===== src/rtl/datapath_pkg.sv =====
// rtl/datapath_pkg.sv - shared width constant and ALU op encoding for the datapath
package datapath_pkg;

    localparam int DATA_W = 32;

    typedef enum logic [1:0] {
        ALU_ADD = 2'd0,
        ALU_AND = 2'd1,
        ALU_INC = 2'd2
    } alu_op_e;

endpackage


===== src/rtl/datapath_reg32.sv =====
// rtl/datapath_reg32.sv - 32-bit register with load enable and async active-high clear
import datapath_pkg::*;

module datapath_reg32 (
    input  logic              clk,
    input  logic              rst,
    input  logic              ld,
    input  logic [DATA_W-1:0] d,
    output logic [DATA_W-1:0] q
);

    logic [DATA_W-1:0] data_q;
    logic [DATA_W-1:0] data_d;

    always_comb begin
        data_d = data_q;
        if (ld) begin
            data_d = d;
        end
    end

    always_ff @(posedge clk or posedge rst) begin
        if (rst) begin
            data_q <= '0;
        end else begin
            data_q <= data_d;
        end
    end

    assign q = data_q;

endmodule


===== src/rtl/datapath.sv =====
// rtl/datapath.sv - single-bus 32-bit CPU datapath: registers, shared bus, minimal ALU
// Optional DATAPATH_BUS_CHECK_EN adds a bus_conflict output and a multi-driver check.
import datapath_pkg::*;

module datapath (
    input  logic              PCout,
    input  logic              Zlowout,
    input  logic              MDRout,
    input  logic              R2out,
    input  logic              R3out,
    input  logic              MARin,
    input  logic              Zin,
    input  logic              PCin,
    input  logic              MDRin,
    input  logic              IRin,
    input  logic              Yin,
    input  logic              IncPC,
    input  logic              Read,
    input  logic              My_AND,
    input  logic              R1in,
    input  logic              R2in,
    input  logic              R3in,
    input  logic              clock,
    input  logic [DATA_W-1:0] Mdatain,
    input  logic              reset,
    output logic [DATA_W-1:0] Bus,
    output logic [DATA_W-1:0] R1,
    output logic [DATA_W-1:0] R2,
    output logic [DATA_W-1:0] R3,
    output logic [DATA_W-1:0] PC,
    output logic [DATA_W-1:0] IR,
    output logic [DATA_W-1:0] MAR,
    output logic [DATA_W-1:0] MDR,
    output logic [DATA_W-1:0] Y,
    output logic [DATA_W-1:0] ZLow,
    output logic [DATA_W-1:0] ZHigh
`ifdef DATAPATH_BUS_CHECK_EN
    ,
    output logic              bus_conflict
`endif
);

    logic [DATA_W-1:0]   mdr_mux;
    logic [2*DATA_W-1:0] alu_result;
    alu_op_e             alu_op;

    // Fixed-priority bus source select; an idle bus reads as zero.
    always_comb begin
        Bus = '0;
        if (PCout) begin
            Bus = PC;
        end else if (Zlowout) begin
            Bus = ZLow;
        end else if (MDRout) begin
            Bus = MDR;
        end else if (R2out) begin
            Bus = R2;
        end else if (R3out) begin
            Bus = R3;
        end
    end

    assign mdr_mux = Read ? Mdatain : Bus;

    always_comb begin
        alu_op = ALU_ADD;
        if (IncPC) begin
            alu_op = ALU_INC;
        end else if (My_AND) begin
            alu_op = ALU_AND;
        end
    end

    // ADD keeps the carry-out in bit 0 of the high word.
    always_comb begin
        alu_result = '0;
        case (alu_op)
            ALU_INC: alu_result = {{DATA_W{1'b0}}, Bus + 32'd1};
            ALU_AND: alu_result = {{DATA_W{1'b0}}, Y & Bus};
            default: alu_result = {{DATA_W{1'b0}}, Y} + {{DATA_W{1'b0}}, Bus};
        endcase
    end

    datapath_reg32 u_pc    (.clk(clock), .rst(reset), .ld(PCin),  .d(Bus),     .q(PC));
    datapath_reg32 u_ir    (.clk(clock), .rst(reset), .ld(IRin),  .d(Bus),     .q(IR));
    datapath_reg32 u_mar   (.clk(clock), .rst(reset), .ld(MARin), .d(Bus),     .q(MAR));
    datapath_reg32 u_mdr   (.clk(clock), .rst(reset), .ld(MDRin), .d(mdr_mux), .q(MDR));
    datapath_reg32 u_y     (.clk(clock), .rst(reset), .ld(Yin),   .d(Bus),     .q(Y));
    datapath_reg32 u_r1    (.clk(clock), .rst(reset), .ld(R1in),  .d(Bus),     .q(R1));
    datapath_reg32 u_r2    (.clk(clock), .rst(reset), .ld(R2in),  .d(Bus),     .q(R2));
    datapath_reg32 u_r3    (.clk(clock), .rst(reset), .ld(R3in),  .d(Bus),     .q(R3));
    datapath_reg32 u_zlow  (.clk(clock), .rst(reset), .ld(Zin),
                            .d(alu_result[DATA_W-1:0]), .q(ZLow));
    datapath_reg32 u_zhigh (.clk(clock), .rst(reset), .ld(Zin),
                            .d(alu_result[2*DATA_W-1:DATA_W]), .q(ZHigh));

`ifdef DATAPATH_BUS_CHECK_EN
    logic [4:0] bus_srcs;

    assign bus_srcs     = {PCout, Zlowout, MDRout, R2out, R3out};
    assign bus_conflict = |(bus_srcs & (bus_srcs - 5'd1));

    bus_single_driver: assert property (@(posedge clock) !bus_conflict)
        else $error("datapath: more than one bus source selected");
`endif

endmodule


===== config.mk =====
export PLATFORM = sky130hd
export DESIGN_NAME = datapath
export DESIGN_NICKNAME = d
export VERILOG_FILES = /design/src/rtl/datapath_pkg.sv /design/src/rtl/datapath_reg32.sv /design/src/rtl/datapath.sv
export SDC_FILE = /design/constraint.sdc
export NUM_CORES = 1
export LEC_CHECK = 0
export CORE_MARGIN = 3
export CORE_UTILIZATION = 54
export DETAILED_ROUTE_END_ITERATION = 8
export PLACE_DENSITY = 0.87
export SLEW_MARGIN = 20
export SYNTH_ARGS = -nofsm -noshare
export SYNTH_HDL_FRONTEND = slang
export SYNTH_SLANG_ARGS = --single-unit

===== constraint.sdc =====
create_clock -name clock -period 17.3 [get_ports clock]
set_input_delay 2.595 -clock clock [delete_from_list [all_inputs] [get_ports clock]]
set_output_delay 2.595 -clock clock [all_outputs]
set_load 0.02 [all_outputs]

; Yosys cells after proc, flatten, opt, wreduce, memory -nomap -nowiden
; Index checks and enable logic that the tools add are counted.
[word_totals]
regBits = 320
[op_classes]
mux = 9
bitwise_logic = 1
n_addsub = 2
n_eq_ne = 2
[op_table]
columns = cell, n
row1 = $mux 32, 6
row2 = $pmux 33 s2, 1
row3 = $add 32x32->33, 1
row4 = $add 32x1->32 const B, 1
row5 = $and 32x32->32, 1
row6 = $eq 2x1->1 const B, 1
row7 = $eq 2x2->1 const B, 1
row8 = $mux 2, 1
row9 = $mux 1, 1

; Longest topological paths before layout
; Gate-level depths: netlist (run 1).
[depth]
ltp_word = 7
ltp_mapped = 19
ltp_nobuf = 13

; Cells and area by module
; From an unflattened synthesis (run 1), not the netlist that was laid out.
[hier_totals]
cells_unflattened = 1385
hier_area_um2 = 18146.2
[by_module_without_submodules]
columns = module, cells_per_inst, instances, seq_area_each_um2, area_each_um2
row1 = datapath_reg32, 69, 10, 800.8, 1348.8
row2 = datapath, 695, 1, 0.0, 4658.2

; Least setup slack after synthesis (run 1)
; OpenSTA, ideal clock, no wires.
[synth_path]
path_kind = input -> output
from = input port R2out
to = output port Bus[30]
path_stages = 10
n_path_buf = 6
t_required_ns = 14.705
arrival_ns = 4.421
path_slack_ns = 10.284
path_cell_list = buf_2 -> buf_2 -> buf_6 -> buf_2 -> buf_2 -> nand3b_1 -> a311oi_1 -> a21oi_1 -> o21ai_0 -> clkbuf_1
[synth_between]
elab_chain_len = 4
[synth_lines]
columns = item, line
row1 = "start, declared", datapath.sv:9  ; input logic R2out,
row2 = $mux 32, datapath.sv:56  ; end else if (R2out) begin
row3 = $mux 32, datapath.sv:54  ; end else if (MDRout) begin
row4 = $mux 32, datapath.sv:52  ; end else if (Zlowout) begin
row5 = $mux 32, datapath.sv:50  ; if (PCout) begin
row6 = "end, declared", datapath.sv:26  ; output logic [DATA_W-1:0] Bus,
; Every way passes these cells.

; Worst setup path in the final report (run 1)
[layout_path]
from = input port R3out
to = output port Bus[30]
[layout_between]
elab_chain_len = 5
[layout_lines]
columns = item, line
row1 = "start, declared", datapath.sv:10  ; input logic R3out,
row2 = $mux 32, datapath.sv:58  ; end else if (R3out) begin
row3 = $mux 32, datapath.sv:56
row4 = $mux 32, datapath.sv:54
row5 = $mux 32, datapath.sv:52
row6 = $mux 32, datapath.sv:50
; Every way passes these cells.

==> metrics.yaml, run 1 <==
logic_synthesis:
  yosys_warnings: 0
  ys.flop_type: "dfrtp_1"
  synth_edf_count: 0
  ys_seq_area_share_pct: 46.6
  syn_area_mm2: 0.0155
  synthCells: 1518
  ys_ff_latch: 289
  synth_area_per_cell_um2: 10.2
  ys_types: 76
  synthArstFlopShare_pct: 100
route:
  drt-total-wl_um: 52100
  drt_first_iter_violations: 1301
  wire_per_inst_um: 23.4
  vias_per_cell: 6.05
  firstDrtPassIters: 6
  drc: 0
  vias: 13500
  antenna_left: 0
final_layout:
  syn_to_final_growth_pct: 31.1
  final_layout_size_suffix_gt1_share_pct: 17.8
  layout.cells.non_filler: 2227
  diodes: 0
  fin_nets: 1911
clocking:
  cts_tree: "yes"
  cts_root_buffer: "clkbuf_16"
  postCtsSetupBuffers: 0
  insertion_delay_ns: 0.52
  clkSinkCount: 289
  clockBufferDepth: 3
  cts-buffers-inserted: 34
  holdBufCountCts: 0
  postCtsResizedCells: 0
  cts.clk_slew.worst_paths_ns: 0.06
  htreeDepth: 2
placement:
  numPortBuffers: 371
  place_congestion: 0.944
  place_inst: 2166
  dp.final_hpwl_um: 36800
power_and_ir_drop:
  leakage_nw: 8.62
  p_sw_share_pct: 38.9
  seqPwrFrac_pct: 31.9
  p_int_w: 0.00194
  finalPower_w: 0.00318
  ir_drop_v: 0.000115
  power.density_mw_per_mm2: 156
  pwr-share-clk_pct: 23.4
  p_comb_share_pct: 44.7
  power.switching_w: 0.00124
worst_hold_path:
  min_from: "u_mar.q[11]$_DFFE_PP0P_"
  min_path_type: "reg2reg"
floorplanning:
  die_area_mm2: 0.0308
  rows: 61
  die_h_um: 176
  core-area_mm2: 0.0281
  dieWidth_um: 176
  start_util_pct: 55.3
  ios: 403
job:
  cap_violations: 0
setup_path:
  critPathCaptureType: "output port"
  arrival_ns: 5.40
  r2r_start: "u_r3.q[0]$_DFFE_PP0P_"
  crit_required_ns: 14.70
  startpoint_type: "primary input"
  criticalPathCategory: "in2out"
  cp_max_fo: 32
  startpoint: "R3out"
global_route:
  grt_pass1_vias: 13600
  grt_usage_pct: 33.0
  grt_antenna_before_repair: 0
  grt_max_degree: 157
  grt_pass1_wl_um: 79700
  overflow: 0
timing:
  max_freq_mhz: 125
  worst_pin_slew_ns: 1.09
  finalHoldViolations: 0
  setup_tns_ns: 0
  fin_crit_sh_pct: 46.2
  timing.hold.ws_ns: 0.505
  rsz0062_at_grt: "false"
  max-slew-margin-rel_pct: 27.5
  clock_skew_ns: 0.0186
  finalMaxSlewViolations: 0
  setup_violations: 0
  period_minus_slack_ns: 8.00
status:
  status: "finished clean"
## critical path, stage by stage
cell	delay [ns]
clkdlybuf4s50_1	0.46
buf_4	0.35
nand3b_1	0.12
a311oi_1	0.33
a21oi_1	0.09
o21ai_0	0.54
buf_4	0.28
clkdlybuf4s50_1	0.62
## cell families (layout without fill, tap and decap cells)
kind of cell / after synthesis / after routing / share of synthesized area, %
simple gates: 374 / 374 / 11.5
compound gates: 369 / 369 / 14.7
flops: 289 / 289 / 46.6
mux: 231 / 231 / 16.5
buf+inv: 180 / 481 / 5.57
xor+xnor: 38 / 38 / 2.14
fa+ha+maj: 36 / 36 / 2.95
other cells: 1 / 31 / 0.0242
## stage by stage
stage | util, % | worst slack (ns) | cell area (um^2)
after floorplan | - | 6.73 | 15600
after global placement | 68.3 | 9.56 | 19200
after detailed placement | 68.3 | 9.40 | 19200
after CTS | 72.4 | 9.38 | 20300
after global routing | 72.4 | 9.25 | 20300
final | 72.4 | 9.30 | 20300
## Yosys cell counts, types with 18 or more instances
cell        n  share of area (%)
a211oi_1   19               0.92
a21oi_1   144                4.6
a31o_2     18                1.0
a31oi_1    23               0.93
buf_4      39                1.9
clkbuf_1   89                2.2
dfrtp_1   289                 47
ha_1       35                2.8
inv_1      22               0.53
mux2_2    204                 15
mux2i_1    27                1.7
nand2_1   138                3.3
nand2b_1   30                1.2
nor2_1    109                2.6
o21ai_0    86                2.8
xnor2_1    29                1.6
## metal layers
layer  wire length (um)  track usage [%]  part of all wire [%]  up-vias
met5                  0                0                     0        -
met3               4920             9.01                   9.4      157
met4               2340             13.0                   4.5        0
met2              26100             58.0                    50      731
met1              18800             38.4                    36     6615
li1                   -                -                     -     5964
## flip-flops by register name, summed over array words and instances (netlist names)
signal / count
u_ir.q: 32
u_r3.q: 32
u_zlow.q: 32
u_zhigh.q: 1
u_r2.q: 32
u_r1.q: 32
u_y.q: 32
u_mdr.q: 32
u_pc.q: 32
u_mar.q: 32
## path summary, 6_finish.rpt
kind | slack [ns] | cells after the start | to
max in group asynchronous | 13.15 | 3 | u_r1.q[25]$_DFFE_PP0P_
worst max register to register | 12.81 | 13 | u_zlow.q[30]$_DFFE_PP0P_
worst min-delay path | 0.51 | 1 | u_mar.q[11]$_DFFE_PP0P_
worst max-delay path | 9.30 | 8 | Bus[30]
min in group asynchronous | 2.66 | 2 | u_mar.q[6]$_DFFE_PP0P_
worst min register to register | 0.51 | 1 | u_mar.q[11]$_DFFE_PP0P_
## placed cells by master (no fill, tap or decap), types with 9 or more instances in the layout
cell	netlist	final
a31oi_1	23	23
clkbuf_16	0	35
nor2_1	109	109
nor2b_1	11	11
o211ai_1	11	11
and3_1	11	11
inv_1	22	21
a21oi_1	144	144
nand2_1	138	138
nand3_1	12	12
a21o_1	11	11
clkdlybuf4s50_1	0	359
a211oi_1	19	19
nand4_1	10	10
o21ai_0	86	85
ha_1	35	35
mux2i_1	27	27
a31o_2	18	18
mux2_2	204	204
dfrtp_1	289	289
buf_4	39	24
buf_2	16	12
nor3_1	9	9
xnor2_1	29	29
conb_1	1	31
nand2b_1	30	30
xor2_1	9	9
## power by group through the flow
| stage | Combinational (W) | Sequential [W] | Clock (W) |
|---|---|---|---|
| floorplan | 0.000588 | 0.00120 | 0 |
| global placement | 0.00138 | 0.00101 | 0 |
| detailed placement | 0.00140 | 0.00102 | 0 |
| CTS | 0.00142 | 0.00101 | 0.000752 |
| global route | 0.00151 | 0.00104 | 0.000779 |
| finish | 0.00142 | 0.00102 | 0.000745 |
## layout make-up
cell class | instances | area [um^2]
Clock buffer | 45 | 943
Sequential cell | 289 | 7230
Clock inverter | 16 | 220
Multi-Input combinational cell | 1079 | 7540
Fill cell | 2050 | 7740
Tap cell | 378 | 473
Timing Repair Buffer | 395 | 3830
Inverter | 25 | 106
Power figures use the tool's default switching activity.
==> run 2: changes to the inputs <==
CORE_UTILIZATION = 50   (was 54)
PLACE_DENSITY = 0.82   (was 0.87)
clock period = 7.52 ns   (was 17.3 ns; I/O delays follow)
==> run 2 against run 1 <==
Die area increased by 7.7%. Final cell count increased by 0.27%. Clock skew increased by 0.0068 ns. Non-clock buffer count decreased by 3. Flip-flop and latch count unchanged. Global-route usage decreased by 2.0 points. Sequential power increased by 130%. Power increased by 130%. Clock-buffer cell count increased by 1. Core utilization decreased by 5.3 points. Wire length increased by 0.51%. Largest cell class unchanged. Highest routed layer unchanged.
==> metrics.yaml, run 2 (synthesis gave the netlist of run 1 again) <==
status:
  status: "finished clean"  # unchanged
global_route:
  grt_pass1_wl_um: 81000  # was 79700 um
  grt_antenna_before_repair: 0  # unchanged
  overflow: 0  # unchanged
  grt_max_degree: 185  # was 157
  grt_usage_pct: 31.0  # was 33.0%
  grt_pass1_vias: 13600  # about the same
floorplanning:
  start_util_pct: 51.5  # was 55.3%
  die_h_um: 182  # was 176 um
  ios: 403  # unchanged
  core-area_mm2: 0.0301  # was 0.0281 mm^2
  rows: 63  # was 61
  dieWidth_um: 182  # was 176 um
  die_area_mm2: 0.0332  # was 0.0308 mm^2
power_and_ir_drop:
  seqPwrFrac_pct: 32.6  # was 31.9%
  pwr-share-clk_pct: 22.0  # was 23.4%
  leakage_nw: 8.57  # was 8.62 nW
  p_comb_share_pct: 45.4  # was 44.7%
  ir_drop_v: 0.000328  # was 0.000115 V
  finalPower_w: 0.00717  # was 0.00318 W
  power.density_mw_per_mm2: 354  # was 156 mW/mm^2
  p_sw_share_pct: 39.2  # was 38.9%
  p_int_w: 0.00436  # was 0.00194 W
  power.switching_w: 0.00281  # was 0.00124 W
worst_hold_path:
  min_path_type: "reg2reg"  # unchanged
route:
  vias: 13200  # was 13500
  antenna_left: 0  # unchanged
  drt-total-wl_um: 52400  # was 52100 um
  vias_per_cell: 5.92  # was 6.05
  drc: 0  # unchanged
  drt_first_iter_violations: 1084  # was 1301
  firstDrtPassIters: 5  # was 6
  wire_per_inst_um: 23.5  # was 23.4 um
clocking:
  cts-buffers-inserted: 34  # unchanged
  htreeDepth: 2  # unchanged
  clkSinkCount: 289  # unchanged
  cts_root_buffer: "clkbuf_16"  # unchanged
  clockBufferDepth: 3  # unchanged
  postCtsResizedCells: 0  # unchanged
  holdBufCountCts: 0  # unchanged
  postCtsSetupBuffers: 0  # unchanged
  cts.clk_slew.worst_paths_ns: 0.06  # about the same
  cts_tree: "yes"  # unchanged
  insertion_delay_ns: 0.52  # about the same
timing:
  finalHoldViolations: 0  # unchanged
  fin_crit_sh_pct: 72.1
  period_minus_slack_ns: 5.42
  max-slew-margin-rel_pct: 24.6  # was 27.5%
  timing.hold.ws_ns: 0.506  # was 0.505 ns
  max_freq_mhz: 185
  finalMaxSlewViolations: 0  # unchanged
  clock_skew_ns: 0.0254  # was 0.0186 ns
  rsz0062_at_grt: "false"  # unchanged
  setup_tns_ns: 0  # unchanged
  worst_pin_slew_ns: 1.13  # was 1.09 ns
  setup_violations: 0  # unchanged
placement:
  place_congestion: 0.938  # was 0.944
  place_inst: 2175  # was 2166
  dp.final_hpwl_um: 37700  # was 36800 um
  numPortBuffers: 371  # unchanged
final_layout:
  syn_to_final_growth_pct: 30.3  # was 31.1%
  layout.cells.non_filler: 2233  # was 2227
  fin_nets: 1908  # was 1911
  final_layout_size_suffix_gt1_share_pct: 17.5  # was 17.8%
  diodes: 0  # unchanged
  layout_commonest_cell: "clkdlybuf4s50_1"  # unchanged
  mostFrequentLayoutCells: "359 x clkdlybuf4s50_1, 289 x dfrtp_1, 204 x mux2_2, 144 x a21oi_1, 138 x nand2_1"  # unchanged
setup_path:
  startpoint_type: "primary input"  # unchanged
  cp_max_fo: 27  # was 32
  criticalPathCategory: "in2reg"  # was in2out
  arrival_ns: 5.85  # was 5.40 ns
  critPathCaptureType: "flop"  # was output port
  crit_required_ns: 7.95  # was 14.70 ns
job:
  cap_violations: 0  # unchanged
-- run 2: cell types whose count changed in the layout (fill, tap and decap cells not counted), moves of 2 or more --
cell	delta
bufinv_16	-3
clkbuf_8	+2
buf_4	-3
clkinv_2	+4
clkinvlp_4	-3
clkinv_8	-2
-- run 2: area by class of cell --
class | instances | area (um^2)
clock buffer | 46 | 946
multi-input combinational | 1079 | 7540
timing repair buffer | 392 | 3830
sequential | 289 | 7230
fill | 2319 | 9880
clock inverter | 12 | 104
inverter | 25 | 97.6
tap | 390 | 488
-- run 2: power groups by stage --
stage | clock network, W | registers [W] | logic [W]
after floorplan | 0 | 0.00276 | 0.00135
after detailed placement | 0 | 0.00236 | 0.00324
final | 0.00157 | 0.00234 | 0.00326
after global routing | 0.00166 | 0.00239 | 0.00348
after CTS | 0.00160 | 0.00233 | 0.00326
after global placement | 0 | 0.00234 | 0.00320
-- run 2: worst max-delay path: stages --
cell	delay [ns]
clkdlybuf4s50_1	0.76
buf_4	0.40
nand2_1	0.08
o21ai_0	0.15
a31o_1	0.52
fa_1	0.35
a211oi_1	0.14
o21ai_0	0.44
a32oi_1	0.30
o311ai_1	0.76
a21boi_0	0.30
xnor2_1	0.21
nand2_1	0.08
a41oi_2	0.22
-- run 2: worst paths after layout --
| path | from | end | slack, ns | cells after the start |
|---|---|---|---|---|
| min in group asynchronous | reset | u_mar.q[6]$_DFFE_PP0P_ | 1.08 | 2 |
| worst max register to register | u_r3.q[3]$_DFFE_PP0P_ | u_zlow.q[30]$_DFFE_PP0P_ | 3.25 | 13 |
| worst max-delay path | Zlowout | u_zlow.q[30]$_DFFE_PP0P_ | 2.10 | 14 |
| max in group asynchronous | reset | u_r1.q[25]$_DFFE_PP0P_ | 4.91 | 3 |
| worst min register to register | u_r1.q[30]$_DFFE_PP0P_ | u_r1.q[30]$_DFFE_PP0P_ | 0.51 | 1 |
| worst min-delay path | u_r1.q[30]$_DFFE_PP0P_ | u_r1.q[30]$_DFFE_PP0P_ | 0.51 | 1 |
-- run 2: stage by stage --
stage | util (%) | worst slack (ns) | instance area, um^2
after floorplan | - | 2.56 | 15600
after global placement | 63.7 | 1.74 | 19200
after detailed placement | 63.7 | 1.66 | 19200
after CTS | 67.2 | 2.18 | 20200
after global routing | 67.2 | 1.79 | 20200
final | 67.2 | 2.10 | 20200
-- run 2: metal layers --
metal	track usage, %	wire length, um	vias to the layer above
li1	-	-	5961
met1	36.9	19700	6546
met2	54.8	26300	596
met3	7.47	4370	121
met4	10.8	1970	0
met5	0	0	-
